$ cat config.mk
export PLATFORM = sky130hd
export DESIGN_NAME = guess_evaluator
export DESIGN_NICKNAME = d
export VERILOG_FILES = /design/src/rtl/guess_game_pkg.sv /design/src/rtl/lfsr8.sv /design/src/rtl/guess_evaluator.sv
export SDC_FILE = /design/constraint.sdc
export NUM_CORES = 1
export LEC_CHECK = 0
export ABC_CLOCK_PERIOD_IN_PS = 3900
export CAP_MARGIN = 20
export CORE_MARGIN = 4
export CORE_UTILIZATION = 40
export DETAILED_ROUTE_END_ITERATION = 12
export SLEW_MARGIN = 20
export SYNTH_ARGS = -nofsm -noshare
export SYNTH_HDL_FRONTEND = slang
export SYNTH_SLANG_ARGS = --single-unit
$ cat constraint.sdc
create_clock -name clk -period 3.9 [get_ports clk]
set_clock_uncertainty 0.15 [all_clocks]
set_input_delay 0.78 -clock clk [delete_from_list [all_inputs] [get_ports clk]]
set_output_delay 0.78 -clock clk [all_outputs]
set_load 0.005 [all_outputs]
$ cat src/rtl/guess_game_pkg.sv
// Shared types and constants for the guessing game: FSM states, LFSR geometry and guess width.
package guess_game_pkg;
    localparam int LFSR_W = 8;
    // Feedback taps for x^8+x^6+x^5+x^4+1, as bit positions 7,5,4,3 of the shift register
    localparam logic [LFSR_W-1:0] LFSR_TAPS = 8'hB8;
    localparam logic [LFSR_W-1:0] LFSR_DEFAULT_SEED = 8'hA5;
    localparam int GUESS_W = 4;

    typedef enum logic [2:0] {
        IDLE       = 3'd0,
        WAIT_GUESS = 3'd1,
        SHOW       = 3'd2,
        WIN        = 3'd3,
        LOSE       = 3'd4
    } state_t;

    function automatic logic [LFSR_W-1:0] lfsr_next(input logic [LFSR_W-1:0] cur);
        return {cur[LFSR_W-2:0], ^(cur & LFSR_TAPS)};
    endfunction
endpackage

$ cat src/rtl/lfsr8.sv
// 8-bit maximal-length Fibonacci LFSR, free-running outside reset.
// Latency: q updates one cycle after each edge; no backpressure.
module lfsr8
    import guess_game_pkg::*;
(
    input  logic              clk,
    input  logic              rst_n,
    input  logic [LFSR_W-1:0] seed,
    output logic [LFSR_W-1:0] q
);
    always_ff @(posedge clk) begin
        if (!rst_n) q <= seed;
        else        q <= lfsr_next(q);
    end
endmodule

$ cat src/rtl/guess_evaluator.sv
// Number-guessing game: compares guesses against an LFSR-drawn secret and reports low/high/correct.
// Result is registered (visible one cycle after the guess); SHOW holds it until the hold time has elapsed and the button is released.
module guess_evaluator
    import guess_game_pkg::*;
#(
    parameter int              MAX_TRIES   = 8,
    parameter int              HOLD_CYCLES = 16,
    parameter logic [LFSR_W-1:0] SEED      = LFSR_DEFAULT_SEED
) (
    input  logic               clk,
    input  logic               rst_n,
    input  logic [GUESS_W-1:0] player_guess,
    input  logic               guess_submitted,
    input  logic               new_game,
    output logic               ready,
    output logic               too_low,
    output logic               too_high,
    output logic               correct,
    output logic               game_over,
    output logic [3:0]         attempts,
    output logic [GUESS_W-1:0] secret_reveal
);
    localparam int HC_W = (HOLD_CYCLES > 1) ? $clog2(HOLD_CYCLES) : 1;
    localparam logic [HC_W-1:0] HOLD_LAST = HC_W'(HOLD_CYCLES - 1);

    state_t             state, state_nxt;
    logic [LFSR_W-1:0]  lfsr_q;
    logic [GUESS_W-1:0] secret;
    logic [HC_W-1:0]    hold_cnt;
    logic               eval;
    logic               is_eq;
    logic [3:0]         attempts_inc;

    lfsr8 u_lfsr (
        .clk   (clk),
        .rst_n (rst_n),
        .seed  (SEED),
        .q     (lfsr_q)
    );

    assign eval         = (state == WAIT_GUESS) && guess_submitted && !new_game;
    assign is_eq        = (player_guess == secret);
    assign attempts_inc = attempts + 4'd1;

    always_ff @(posedge clk) begin
        if (!rst_n) state <= IDLE;
        else        state <= state_nxt;
    end

    always_comb begin
        state_nxt = state;
        if (new_game) begin
            state_nxt = WAIT_GUESS;
        end else begin
            case (state)
                WAIT_GUESS: if (guess_submitted) begin
                    if (is_eq)                             state_nxt = WIN;
                    else if (attempts_inc == 4'(MAX_TRIES)) state_nxt = LOSE;
                    else                                   state_nxt = SHOW;
                end
                // Requiring release here is what turns a held button into a single evaluation
                SHOW: if (hold_cnt == HOLD_LAST && !guess_submitted) state_nxt = WAIT_GUESS;
                default: state_nxt = state;
            endcase
        end
    end

    always_ff @(posedge clk) begin
        if (!rst_n) begin
            secret   <= '0;
            attempts <= '0;
            hold_cnt <= '0;
            too_low  <= 1'b0;
            too_high <= 1'b0;
            correct  <= 1'b0;
        end else if (new_game) begin
            secret   <= lfsr_q[GUESS_W-1:0];
            attempts <= '0;
            hold_cnt <= '0;
            too_low  <= 1'b0;
            too_high <= 1'b0;
            correct  <= 1'b0;
        end else if (eval) begin
            attempts <= attempts_inc;
            hold_cnt <= '0;
            too_low  <= (player_guess < secret);
            too_high <= (player_guess > secret);
            correct  <= is_eq;
        end else if (state == SHOW && hold_cnt != HOLD_LAST) begin
            hold_cnt <= hold_cnt + 1'b1;
        end
    end

    always_comb begin
        ready         = (state == WAIT_GUESS);
        game_over     = (state == WIN) || (state == LOSE);
        secret_reveal = game_over ? secret : '0;
    end
endmodule

==> metrics, run 1 <==
share of post-route cells with drive strength above 1=4.14%; Worst Path Required=2.97 ns; ys async rst share=0%; Area after DPL=1400 sq um; Post-Syn Area=1170 sq um; HP Start=u_lfsr.q[6]; CTS clk-pin slew, worst paths=0.13 ns; PwrDens=332 nW/um^2; status=finished, final reports clean; Hold Path Depth=1; Initial Util=42.2%; worst slew pin tran=0.444 ns; DR iter-0 viols=24; crit path cell chain=nand2b_1, o21ai_0, and2_1, clkdlybuf4s50_1; clock tree root driver cell=clkbuf_4; RD Place Congestion=0.761; CTS sink count=26; die area=3860 sq um; crit-path max cell delay=0.50 ns; die height=62.1 microns; FILL cells=274; Setup TNS Final=0 ns; slew margin rel.=70.1%; Crit Path Class=register to output port; CTS tree=done; initial antenna violation count=0; EDFF count, synth=0; antenna viol nets, final=0; CP max FO=7; R2R Path End=attempts[3]; Worst R2R Path Depth=3; DR WL/cell=12.4 microns; Buf/Inv on CP=1; grt total ovfl=0; Crit-path slowest cell=clkdlybuf4s50_1; fin. max-slew vios=0; Final Hold Fails=0; first-pass GRT wire length=4000 microns; RSZ-0062 raised after global routing=false; area grow syn2layout=22.1%; Final Cell Area=1430 sq um; largest net degree at the start of global routing=16; All-Layer GR Usage=12.5%; hold buffers post-CTS=0; n_diodes=0; Remaining DRCs=0; Total Power=0.000476 W; post-CTS setup buffers=0; crit path capture type=output port; Max Clk Rate=347 MHz; CP Launch Type=register; PortBufs=20; drt total wl=2190 microns; period utilization=73.9%; family with the most delay on the worst path=buffers and inverters; CTS Buf Count=3; CP arrival=1.95 ns; Clock Path Buffers=2; Resized cells post-CTS=0; nets=161; Lkg Pwr=0.532 nW; vias per cell=5.05; hold_ws=0.281 ns; Post-Syn Nets=140; IO Count=21; clock latency on the worst-skew pair=0.31 ns; worst vdd ir=0.000235 V; via count=889; vias in the first global route=894; Core Region=2780 sq um; drt pass-1 iters=4; Post-Syn Instances=125; row count=19; Worst Hold Class=register to register; setup slack, reg-to-reg=2.24 ns; synth unique cells=30; Synth Area per Inst=9.38 sq um; hold endpoint=u_lfsr.q[7]; max_cap viols=0; final setup vio count=0; H-tree level count=1; hpwl dp=1710 microns; share of the yosys chip area belonging to registers=44.4%; FF-to-FF Start=state[0]; Synth Register Bits=26; Post-synth top flop=dfxtp_1; Die Width=62.1 microns; min cycle time layout=2.88 ns; YS warnings=0
registers in the layout (all words and copies together) (netlist names):
signal and count:
u_lfsr.q 8, attempts 4, hold_cnt 4, secret 4
state 3, correct 1, too_high 1, too_low 1
stage by stage:
step                      instances  setup slack, ns  utilization (%)
after floorplan                 125             1.97                -
after global placement          172             1.40             50.2
after detailed placement        172             1.35             50.2
after CTS                       176            0.950             51.5
after global routing            176            0.757             51.5
final                           176             1.02             51.5
kinds of logic after synthesis:
kind of cell / synth area share [%]
and+or+nand+nor: 27.5
DFF: 44.4
AOI/OAI and AO/OA: 8.54
xor gates and xnor gates: 5.98
buffers and inverters: 2.67
adders and majority gates: 7.47
muxes: 3.42
cells in the final DEF (no fill, tap or decap), types with 2 or more instances in the layout:
cell	count
ha_1	7
inv_1	4
nor2b_1	7
nor2_1	5
xnor2_1	3
clkbuf_4	3
a21oi_1	10
o21ai_0	4
or3_1	2
nor3_1	2
nand2b_1	5
nor3b_1	2
clkdlybuf4s50_1	20
mux2i_1	4
nand2_1	10
nand3_1	6
dfxtp_1	26
and2_1	8
xor2_1	5
how the worst max path moves through the flow:
stage / start / to / slack, ns / cells past startpoint
floorplan: state[0] / secret_reveal[0] / 1.97 / 3
global placement: state[0] / secret_reveal[3] / 1.40 / 4
detailed placement: state[0] / secret_reveal[3] / 1.35 / 4
CTS: state[0] / secret_reveal[3] / 0.95 / 4
global route: state[0] / secret_reveal[3] / 0.76 / 4
finish: state[0] / secret_reveal[1] / 1.02 / 4
routing by layer:
metal | global-route usage, % | wire [microns]
met1 | 15.5 | 1030
met2 | 19.9 | 1070
met3 | 2.88 | 73
met4 | 6.50 | 16
met5 | 0 | 0
power breakdown:
group          total [W]  internal (W)  switching (W)
logic          0.0000545     0.0000295      0.0000251
registers       0.000288      0.000279     0.00000939
clock network   0.000133     0.0000570      0.0000758
Yosys cell counts (all sizes together) (3+ instances only):
master,number,area [sq um]
dfxtp,26,521
a21oi,10,50.1
nand2,10,37.5
and2,8,50.1
ha,7,87.6
nor2b,7,43.8
nand3,6,30.0
nand2b,5,31.3
nor2,5,18.8
xor2,5,43.8
inv,4,15.0
mux2i,4,40.0
o21ai,4,20.0
clkbuf,3,11.3
nor3b,3,33.8
xnor2,3,26.3
area by class of cell:
cell class	instances	area (sq um)	area share, %
Multi-Input combinational cell	91	621	43.4
Sequential cell	26	520	36.4
Tap cell	31	38.8	2.71
Clock buffer	4	36.3	2.53
Timing Repair Buffer	20	200	14.0
Inverter	4	15.0	1.05
Power figures use the tool's default switching activity.
==> inputs of run 2 (changes only) <==
--- a/config.mk
+++ b/config.mk
@@ -5,7 +5,7 @@
 export SDC_FILE = /design/constraint.sdc
 export NUM_CORES = 1
 export LEC_CHECK = 0
-export ABC_CLOCK_PERIOD_IN_PS = 3900
+export ABC_CLOCK_PERIOD_IN_PS = 2800
 export CAP_MARGIN = 20
 export CORE_MARGIN = 4
 export CORE_UTILIZATION = 40
==> constraint.sdc (replaced) <==
create_clock -name clk -period 2.8 [get_ports clk]
set_clock_uncertainty 0.15 [all_clocks]
set_input_delay 0.56 -clock clk [delete_from_list [all_inputs] [get_ports clk]]
set_output_delay 0.56 -clock clk [all_outputs]
set_load 0.005 [all_outputs]
==> metrics, run 2 (synthesis results as in run 1) <==
first-pass GRT wire length=3950 microns; commonest non-fill, non-tap cell in the layout=dfxtp_1; final setup vio count=0; Worst Hold Class=register to register; clock tree root driver cell=clkbuf_4; share of post-route cells with drive strength above 1=4.79%; hpwl dp=1650 microns; status=finished, final reports clean; H-tree level count=1; setup slack, reg-to-reg=1.20 ns; Setup TNS Final=0 ns; min cycle time layout=2.58 ns; Die Width=62.1 microns; die height=62.1 microns; crit-path max cell delay=0.50 ns; worst slew pin tran=0.425 ns; Total Power=0.000668 W; Hold Path Depth=1; Worst R2R Path Depth=4; PortBufs=20; family with the most delay on the worst path=buffers and inverters; drt total wl=2160 microns; Clock Path Buffers=2; Top reg by flops=u_lfsr.q; HP Start=u_lfsr.q[6]; Remaining DRCs=0; IO Count=21; sw power=0.000158 W; die area=3860 sq um; switching part of the total=23.7%; Core Region=2780 sq um; R2R Path End=hold_cnt[3]; CTS Buf Count=3; grt total ovfl=0; CTS sink count=26; Lkg Pwr=0.537 nW; crit path cell chain=nand2b_1, o21ai_1, and2_1, clkdlybuf4s50_1; worst vdd ir=0.000398 V; fin. max-slew vios=0; crit path launch=state[0]; All-Layer GR Usage=12.3%; row count=19; Crit-path slowest cell=clkdlybuf4s50_1; vias in the first global route=887; n_diodes=0; initial antenna violation count=0; hold_ws=0.282 ns; clock latency on the worst-skew pair=0.32 ns; Finished Core Util=51.7%; worst slack, placed=0.474 ns; CP arrival=1.87 ns; hold endpoint=u_lfsr.q[7]; slew margin rel.=71.6%; FF-to-FF Start=state[1]; RSZ-0062 raised after global routing=false; CTS tree=done; max FFs per register=8; area grow syn2layout=22.7%; largest net degree at the start of global routing=16; CTS clk-pin slew, worst paths=0.13 ns; Crit Path Class=register to output port; most frequent cells in the layout=dfxtp_1 (26), clkdlybuf4s50_1 (20), a21oi_1 (10), nand2_1 (10), and2_1 (8); CP max FO=7; Seq pwr share=60.2%; PwrDens=464 nW/um^2; antenna viol nets, final=0; via count=888; Resized cells post-CTS=0; DR WL/cell=12.2 microns; Initial Util=42.2%; CP Launch Type=register; nets=162; drt pass-1 iters=4; DR iter-0 viols=34; Power Internal=0.000510 W; vias per cell=5.02; Worst Path Required=2.09 ns; post-CTS setup buffers=0; PnR worst setup slack=0.225 ns; combinational power share=11.4%; RD Place Congestion=0.747; period utilization=92.0%; clock power share=28.4%; FILL cells=274; Buf/Inv on CP=1; max_cap viols=0; crit path capture type=output port; Max Clk Rate=388 MHz; Final Hold Fails=0; hold buffers post-CTS=0
==> run 2: cell types whose count changed in the layout (fill, tap and decap cells not counted), sizes merged <==
cell and delta:
buf +1
==> run 2: area by class of cell <==
type / count / area, sq um / share of cell area [%]
multi-input combinational: 91 / 621 / 43.1
sequential: 26 / 520 / 36.2
timing repair buffer: 21 / 208 / 14.4
tap: 31 / 38.8 / 2.70
clock buffer: 4 / 36.3 / 2.52
inverter: 4 / 15.0 / 1.04
==> run 2: worst register-to-register path, stage by stage, from the launching register on <==
cell and delay, ns:
dfxtp_1 0.45, nor3b_4 0.28, nand2_1 0.15, or3_1 0.36, a21oi_1 0.15
==> run 2: per-stage QoR <==
stage               instances  cell area, sq um
finish                    177              1440
floorplan                 125              1170
detailed placement        173              1400
CTS                       177              1440
global route              177              1440
global placement          173              1400
==> run 2: per-layer routing <==
metal	GRT usage [%]	share of wire [%]	vias up
met4	5.69	1.9	0
li1	-	-	465
met5	0	0	-
met2	18.9	47	13
met3	2.52	2.6	4
met1	16.4	49	406
==> run 2: power groups by stage <==
stage / clock network (W) / logic, W / registers [W]
3_3_place_gp: 0 / 0.0000761 / 0.000409
4_1_cts: 0.000196 / 0.0000775 / 0.000402
6_report: 0.000190 / 0.0000763 / 0.000402
5_1_grt: 0.000215 / 0.0000882 / 0.000405
2_1_floorplan: 0 / 0.0000512 / 0.000406
3_5_place_dp: 0 / 0.0000769 / 0.000410
==> run 2: how the worst max path moves through the flow <==
stage | end | slack [ns] | depth (start not counted)
3_3_place_gp | secret_reveal[3] | 0.53 | 4
3_5_place_dp | secret_reveal[3] | 0.47 | 4
4_1_cts | secret_reveal[1] | 0.08 | 4
6_report | secret_reveal[0] | 0.22 | 4
5_1_grt | secret_reveal[1] | 0.04 | 4
2_1_floorplan | secret_reveal[0] | 1.09 | 3
